File: src/rtl/fifo_write_arbiter.sv
// Round-robin arbiter sharing one FIFO write port among NUM_REQ valid/ready producers.
// Define FIFO_WRITE_ARB_FIXED_PRIO_EN to select fixed lowest-index priority instead.
module fifo_write_arbiter #(
    parameter int unsigned NUM_REQ    = 4,
    parameter int unsigned DATA_WIDTH = 8,
    parameter int unsigned BURST_LEN  = 4
) (
    input  logic                          clk,
    input  logic                          rst,
    input  logic [NUM_REQ-1:0]            req_valid,
    input  logic [NUM_REQ*DATA_WIDTH-1:0] req_data,
    output logic [NUM_REQ-1:0]            req_ready,
    input  logic                          fifo_full,
    output logic                          fifo_w_en,
    output logic [DATA_WIDTH-1:0]         fifo_w_data,
    output logic [NUM_REQ-1:0]            grant,
    output logic [$clog2(NUM_REQ)-1:0]    grant_id,
    output logic                          busy
);

    localparam int unsigned ID_W  = $clog2(NUM_REQ);
    localparam int unsigned CNT_W = $clog2(BURST_LEN + 1);

    typedef enum logic [0:0] {StIdle, StGrant} state_e;

    state_e            state_q;
    logic [NUM_REQ-1:0] grant_q;
    logic [ID_W-1:0]    grant_id_q;
    logic [ID_W-1:0]    last_id_q;
    logic [CNT_W-1:0]   beat_cnt_q;

    logic [ID_W-1:0]       win_id;
    logic                  owner_valid;
    logic [DATA_WIDTH-1:0] owner_data;
    logic                  beat;

`ifdef FIFO_WRITE_ARB_FIXED_PRIO_EN
    always_comb begin
        win_id = '0;
        for (int i = int'(NUM_REQ) - 1; i >= 0; i--) begin
            if (req_valid[i]) win_id = ID_W'(i);
        end
    end
`else
    logic [ID_W-1:0] cand;

    // Walk offsets from farthest to nearest so the nearest requester after last_id wins.
    always_comb begin
        win_id = '0;
        cand   = '0;
        for (int i = int'(NUM_REQ); i >= 1; i--) begin
            cand = ID_W'((int'(last_id_q) + i) % int'(NUM_REQ));
            if (req_valid[cand]) win_id = cand;
        end
    end
`endif

    always_comb begin
        owner_valid = req_valid[grant_id_q];
        owner_data  = req_data[grant_id_q*DATA_WIDTH +: DATA_WIDTH];
        busy        = (state_q == StGrant);
        beat        = busy && owner_valid && !fifo_full;
        fifo_w_en   = beat;
        req_ready   = (busy && !fifo_full) ? grant_q : '0;
        fifo_w_data = busy ? owner_data : '0;
        grant       = grant_q;
        grant_id    = grant_id_q;
    end

    always_ff @(posedge clk or posedge rst) begin
        if (rst) begin
            state_q    <= StIdle;
            grant_q    <= '0;
            grant_id_q <= '0;
            last_id_q  <= ID_W'(NUM_REQ - 1);
            beat_cnt_q <= '0;
        end else begin
            unique case (state_q)
                StIdle: begin
                    if (|req_valid) begin
                        state_q    <= StGrant;
                        grant_q    <= {{(NUM_REQ-1){1'b0}}, 1'b1} << win_id;
                        grant_id_q <= win_id;
                        last_id_q  <= win_id;
                        beat_cnt_q <= '0;
                    end
                end
                StGrant: begin
                    if (!owner_valid) begin
                        state_q <= StIdle;
                        grant_q <= '0;
                    end else if (beat) begin
                        beat_cnt_q <= beat_cnt_q + 1'b1;
                        if (beat_cnt_q == CNT_W'(BURST_LEN - 1)) begin
                            state_q <= StIdle;
                            grant_q <= '0;
                        end
                    end
                end
                default: state_q <= StIdle;
            endcase
        end
    end

endmodule
File: config.mk
export PLATFORM = sky130hd
export DESIGN_NAME = fifo_write_arbiter
export DESIGN_NICKNAME = d
export VERILOG_FILES = /design/src/rtl/fifo_write_arbiter.sv
export SDC_FILE = /design/constraint.sdc
export NUM_CORES = 1
export LEC_CHECK = 0
export CAP_MARGIN = 20
export CORE_AREA = 2 2 52 54
export DETAILED_ROUTE_END_ITERATION = 6
export DIE_AREA = 0 0 54 56
export GPL_ROUTABILITY_DRIVEN = 1
export HOLD_SLACK_MARGIN = 0.02
export PLACE_DENSITY = 0.84
export REMOVE_ABC_BUFFERS = 1
export SYNTH_ARGS = -nofsm -noshare
export SYNTH_HDL_FRONTEND = slang
export SYNTH_SLANG_ARGS = --single-unit
File: constraint.sdc
create_clock -name clk -period 2.5 [get_ports clk]
set_clock_uncertainty 0.05 [all_clocks]
set_input_delay 0.75 -clock clk [delete_from_list [all_inputs] [get_ports clk]]
set_output_delay 0.75 -clock clk [all_outputs]
set_load 0.05 [all_outputs]
==> impl_metrics.ini, run 1 <==
[status]
run_status = complete, no violations

[worst_setup_path]
timing.critical_path.fanout_max = 1
crit_type = primary input to output pin
worstPathRequired_ns = 1.70
critical_path_arrival_ns = 1.68
endpoint_kind = output pin
crit_path_start_kind = primary input

[clock_network]
tritoncts_num_sinks = 12
cts-buffers-inserted = 3
clock_transition_at_path_regs_ns = 0.08
cts_root_buffer = sky130_fd_sc_hd__clkbuf_4
tritoncts_clock_tree = yes
htreeDepth = 1
clk_latency_ns = 0.27
clock_tree.buffer_depth = 2

[synth]
synth_area_um2 = 921
syn-mean-instance-area_um2 = 10.8
synth.yosys.seq_area_share_pct = 32.9
synth.lib_cells_used.distinct = 28
synthesis.instances = 85
yosys_warnings = 0
synth-seq-cells = 12

[timing]
period_share_pct = 99.1
timing.final.crit_period_ns = 2.48
max_slew_margin_pct = 66.5
final-max-slew-violation-count = 0
clock.fmax_mhz = 403
final_hold_viols = 0
report.final.setup_viol = 0
setup_slack_ns = 0.0213
tightest_slew_ns = 0.501
grt_setup_unrepaired = false
setup_total_negative_slack_ns = 0

[place]
dp_hpwl_um = 2260
place.gp.congestion = 0.909
detailedPlace.worstSlack_ns = -0.302
io_buffers = 58
dpl.cell_count = 180

[final_layout]
post_route_cells_drive_above_1_share_pct = 42.3
finish.utilization_pct = 70.4
num_antenna_cells = 0
area_delta_synth_final_pct = 85.9
fillers = 196
nets = 198
post_layout_nonfiller_instances = 186

[route]
dr.pass1.iters = 4
avgViaCountPerCell = 5.23
drt_first_iter_violations = 18
detail_route.drc_violations = 0
wl_um = 3060
final_antenna_net_count = 0
routed-via-count = 973
per_cell_routed_wire_length_um = 16.5

[floorplan]
dieArea_um2 = 3020
die-width_um = 54
ios = 59
die_y_um = 56
initial_utilization_pct = 37.9
number_of_rows_in_the_core_area = 18
placeableCoreArea_um2 = 2430

[global_routing]
number_of_antenna_violations_at_the_first_check_in_global_routing = 0
grt.overflow.total = 0
grt_start_max_net_pins = 14
grt_use_total_pct = 21.9
grt_pass1_vias = 1045
grt_pass1_wl_um = 4820

[pwr]
ir_worst_vdd_mv = 0.960
post_route_total_power_mw = 2.27
p_leak_nw = 0.771
power-per-cell-area_nw_per_um2 = 1320

[min_path]
hold_class = register to register

[flow_run]
max_capacitance_violation_count = 0
==> cells by family (layout without fill, tap and decap cells) <==
logic type	count (synthesis)	count (layout)	share of synthesized area, %
muxes	9	9	25.3
DFF	12	12	32.9
AOI/OAI and AO/OA	16	16	12.1
adders and majority gates	2	2	2.72
buffers and inverters	9	80	4.62
and+or+nand+nor	37	37	22.4
==> per-layer routing <==
metal / wire length [um] / vias to the layer above / global-route usage [%] / share of wire [%]
met4: 81 / 0 / 5.00 / 2.6
met2: 1740 / 28 / 39.9 / 57
met5: 0 / - / 0 / 0
li1: - / 451 / - / -
met3: 100 / 8 / 6.99 / 3.3
met1: 1140 / 486 / 23.5 / 37
==> flip-flops by register name (all words and copies together) (netlist names) <==
name	count
grant	4
beat_cnt_q	3
grant_id	2
last_id_q	2
busy	1
==> worst paths after layout <==
| check | from | cells past startpoint | slack, ns | end |
|---|---|---|---|---|
| setup / recovery | req_data[27] | 4 | 0.02 | fifo_w_data[3] |
| hold / removal | last_id_q[1] | 2 | 0.46 | last_id_q[1] |
| setup reg to reg | grant_id[0] | 7 | 0.60 | grant[1] |
| hold reg to reg | last_id_q[1] | 2 | 0.46 | last_id_q[1] |
| max in group asynchronous | rst | 2 | 1.34 | last_id_q[0] |
| min in group asynchronous | rst | 2 | 0.73 | beat_cnt_q[1] |
==> cells in the mapped netlist (all sizes together) <==
library cell / number / area share [%]
and2: 12 / 8.2
o2bb2ai: 2 / 1.9
nor3: 1 / 0.54
o21ai: 4 / 2.6
a22o: 2 / 1.9
dfstp: 2 / 5.7
nor4: 1 / 1.4
nand3: 6 / 3.8
a211oi: 1 / 0.82
o22a: 1 / 0.95
or2: 1 / 0.68
inv: 5 / 2.0
a211o: 1 / 0.95
clkbuf: 3 / 1.4
buf: 1 / 1.2
ha: 2 / 2.7
dfrtp: 10 / 27
nand2b: 4 / 2.7
nor2b: 1 / 0.68
nand2: 7 / 2.9
o211ai: 1 / 0.82
mux4: 9 / 25
a21oi: 4 / 2.2
nor2: 4 / 1.6
==> placed cells by master, fill, tap and decap left out, types with 5 or more instances in the layout <==
| cell type | count |
|---|---|
| sky130_fd_sc_hd__clkdlybuf4s15_1 | 32 |
| sky130_fd_sc_hd__and2_4 | 12 |
| sky130_fd_sc_hd__buf_4 | 15 |
| sky130_fd_sc_hd__dfrtp_1 | 10 |
| sky130_fd_sc_hd__mux4_2 | 9 |
| sky130_fd_sc_hd__clkdlybuf4s50_1 | 5 |
| sky130_fd_sc_hd__buf_8 | 9 |
| sky130_fd_sc_hd__nand3_1 | 5 |
| sky130_fd_sc_hd__nand2_1 | 6 |
==> what timing repair did <==
item,CTS,global route
pin swaps,11,1
gates resized for setup,119,2
setup buffers,1,1
hold buffers,0,0
setup endpoints to repair,13,5
==> report_power, final <==
group          switching (mW)  internal [mW]
sequential             0.0952          0.293
combinational           0.935          0.787
clock                  0.0668         0.0885
==> stage by stage <==
stage	hold slack, ns	area [um2]
floorplan	0.416	897
global placement	0.434	1610
global route	0.490	1710
finish	0.461	1710
detailed placement	0.441	1610
CTS	0.464	1710
==> worst max-delay path, cell delays in order <==
cell and delay [ns]:
sky130_fd_sc_hd__clkdlybuf4s15_1 0.16, sky130_fd_sc_hd__mux4_2 0.47, sky130_fd_sc_hd__and2_4 0.16, sky130_fd_sc_hd__buf_8 0.14
==> layout make-up <==
| class | instances | area [um2] | share of cell area [%] |
|---|---|---|---|
| Clock buffer | 4 | 36.3 | 2.12 |
| Tap cell | 30 | 37.5 | 2.19 |
| Timing Repair Buffer | 71 | 738 | 43.1 |
| Multi-Input combinational cell | 64 | 578 | 33.8 |
| Sequential cell | 12 | 303 | 17.7 |
| Inverter | 5 | 18.8 | 1.10 |
No activity file was read; power rests on OpenSTA's default activity.
==> run 2, diff against run 1 <==
--- a/config.mk
+++ b/config.mk
@@ -6,12 +6,16 @@
 export NUM_CORES = 1
 export LEC_CHECK = 0
 export CAP_MARGIN = 20
-export CORE_AREA = 2 2 52 54
+export CELL_PAD_IN_SITES_DETAIL_PLACEMENT = 1
+export CELL_PAD_IN_SITES_GLOBAL_PLACEMENT = 1
+export CORE_AREA = 2 2 48 50
 export DETAILED_ROUTE_END_ITERATION = 6
-export DIE_AREA = 0 0 54 56
+export DIE_AREA = 0 0 50 52
+export DONT_BUFFER_PORTS = 1
 export GPL_ROUTABILITY_DRIVEN = 1
 export HOLD_SLACK_MARGIN = 0.02
-export PLACE_DENSITY = 0.84
+export PLACE_DENSITY = 0.79
+export RECOVER_POWER = 100
 export REMOVE_ABC_BUFFERS = 1
 export SYNTH_ARGS = -nofsm -noshare
 export SYNTH_HDL_FRONTEND = slang
==> run 2 against run 1 <==
Die area decreased by 14%. Global-route usage is 2.1 points lower. Sequential share of layout area up 8.7 points. First-iteration DRC count is 67% lower. Via count down 24%. The run now ends with negative setup slack left. Clock power about the same. Hold slack got worse by 0.15 ns. Non-clock buffer count fell by 57. Largest power group unchanged. Design area down 33%. Highest routed layer unchanged. Wire length decreased by 20%. Setup slack worse by 0.033 ns.
==> impl_metrics.ini, run 2 (same netlist as run 1, synthesis figures left out) <==
[status]
run_status = finished, violations left
violations = negative setup slack

[final_layout]
area_delta_synth_final_pct = 24.7
design_area_um2 = 1150
most_common_cell_after_layout_fill_and_taps_aside = sky130_fd_sc_hd__dfrtp_1
layout_common_cells = 10 x sky130_fd_sc_hd__dfrtp_1, 8 x sky130_fd_sc_hd__mux4_1, 8 x sky130_fd_sc_hd__buf_4
largest_register_ffs = 4
fillers = 226
num_antenna_cells = 0
nets = 141
post_route_cells_drive_above_1_share_pct = 35.4
seqCellArea_um2 = 303
multi_input_logic_area_um2 = 596

[clock_network]
tritoncts_num_sinks = 12
clk_latency_ns = 0.28
ctsHoldBuffers = 0
clock_tree.buffer_depth = 2
clock_transition_at_path_regs_ns = 0.08
cts-buffers-inserted = 3
tritoncts_clock_tree = yes
htreeDepth = 1
cts_root_buffer = sky130_fd_sc_hd__clkbuf_4

[timing]
report.final.setup_viol = 1
tightest_slew_ns = 0.569
timing.final.crit_period_ns = 2.51
final-max-slew-violation-count = 0
max_slew_margin_pct = 61.8
min_hold_slack_ns = 0.311
setup_slack_ns = -0.0118
final_hold_viols = 0
period_share_pct = 100
grt_setup_unrepaired = true
clock.fmax_mhz = 398

[worst_setup_path]
worstPathRequired_ns = 1.70
crit_type = register to output pin
critical_path_arrival_ns = 1.71
crit_path_start_kind = register
endpoint_kind = output pin
timing.critical_path.fanout_max = 6

[min_path]
hold_class = primary input to async pin

[pwr]
ir_worst_vdd_mv = 0.906
post_route_total_power_mw = 1.83
p_leak_nw = 0.507
power-per-cell-area_nw_per_um2 = 1590

[floorplan]
number_of_rows_in_the_core_area = 17
ios = 59
initial_utilization_pct = 43.7
die-width_um = 50
die_y_um = 52
dieArea_um2 = 2600
placeableCoreArea_um2 = 2110

[global_routing]
grt.overflow.total = 0
grt_pass1_wl_um = 3720
grt_pass1_vias = 775
grt_use_total_pct = 19.7
grt_start_max_net_pins = 13
number_of_antenna_violations_at_the_first_check_in_global_routing = 0

[route]
final_antenna_net_count = 0
detail_route.drc_violations = 0
per_cell_routed_wire_length_um = 19.3
routed-via-count = 742
avgViaCountPerCell = 5.84
drt_first_iter_violations = 6
dr.pass1.iters = 3
wl_um = 2460

[place]
post_dp_cell_area_um2 = 1060
detailedPlace.worstSlack_ns = 0.0807
place.gp.congestion = 0.743
io_buffers = 0
dp_hpwl_um = 1940

[flow_run]
max_capacitance_violation_count = 0
[run 2: cell types whose count changed in the layout (fill, tap and decap cells not counted), moves of 4 or more]
| cell | delta |
|---|---|
| sky130_fd_sc_hd__buf_4 | -7 |
| sky130_fd_sc_hd__mux4_1 | +8 |
| sky130_fd_sc_hd__and2_1 | +4 |
| sky130_fd_sc_hd__buf_8 | -9 |
| sky130_fd_sc_hd__clkdlybuf4s50_1 | -5 |
| sky130_fd_sc_hd__mux4_2 | -8 |
| sky130_fd_sc_hd__and2_4 | -6 |
| sky130_fd_sc_hd__clkdlybuf4s15_1 | -32 |
[run 2: where the power goes]
part | total [mW] | switching [mW] | internal (mW)
clock | 0.158 | 0.0691 | 0.0886
combinational | 1.16 | 0.721 | 0.441
sequential | 0.511 | 0.221 | 0.290
total | 1.83 | 1.01 | 0.820
[run 2: worst paths after layout]
kind	from	endpoint	slack (ns)	depth (start not counted)
worst min register to register	last_id_q[1]	last_id_q[1]	0.45	2
worst min-delay path	rst	beat_cnt_q[0]	0.31	1
max in group asynchronous	rst	last_id_q[0]	1.75	1
min in group clk	last_id_q[1]	last_id_q[1]	0.45	2
worst max-delay path	grant_id[0]	fifo_w_en	-0.01	4
worst max register to register	grant_id[0]	grant[1]	0.71	6
[run 2: stage by stage]
step | instances | setup TNS, ns | util (%)
after floorplan | 81 | -0.801 | -
after global placement | 120 | 0 | 50.6
after detailed placement | 120 | 0 | 50.6
after CTS | 126 | 0 | 53.9
after global routing | 127 | -0.0701 | 54.5
final | 127 | -0.0118 | 54.5
[run 2: cell type report]
type	count	share of cell area, %
Multi-Input combinational cell	64	51.9
Tap cell	28	3.05
Clock buffer	4	3.16
Inverter	5	1.96
Timing Repair Buffer	14	13.6
Sequential cell	12	26.4
[run 2: worst max-delay path: stages, from the launching register on]
cell and delay, ns:
sky130_fd_sc_hd__dfrtp_1 0.38, sky130_fd_sc_hd__buf_6 0.14, sky130_fd_sc_hd__mux4_2 0.55, sky130_fd_sc_hd__nand2_2 0.12, sky130_fd_sc_hd__clkinvlp_4 0.24
[run 2: what timing repair did]
action                                  CTS  global route
resized for setup                        12             5
endpoints found under the setup margin    9             6
setup buffers                             1             1
pin swaps                                 0             0
gates cloned                              1             0
[run 2: routing by layer]
| layer | vias to the layer above | part of all wire [%] | track usage, % |
|---|---|---|---|
| met5 | - | 0 | 0 |
| met4 | 0 | 1.3 | 8.33 |
| met3 | 5 | 2.6 | 4.60 |
| met2 | 12 | 57 | 34.4 |
| met1 | 375 | 39 | 23.2 |
| li1 | 350 | - | - |
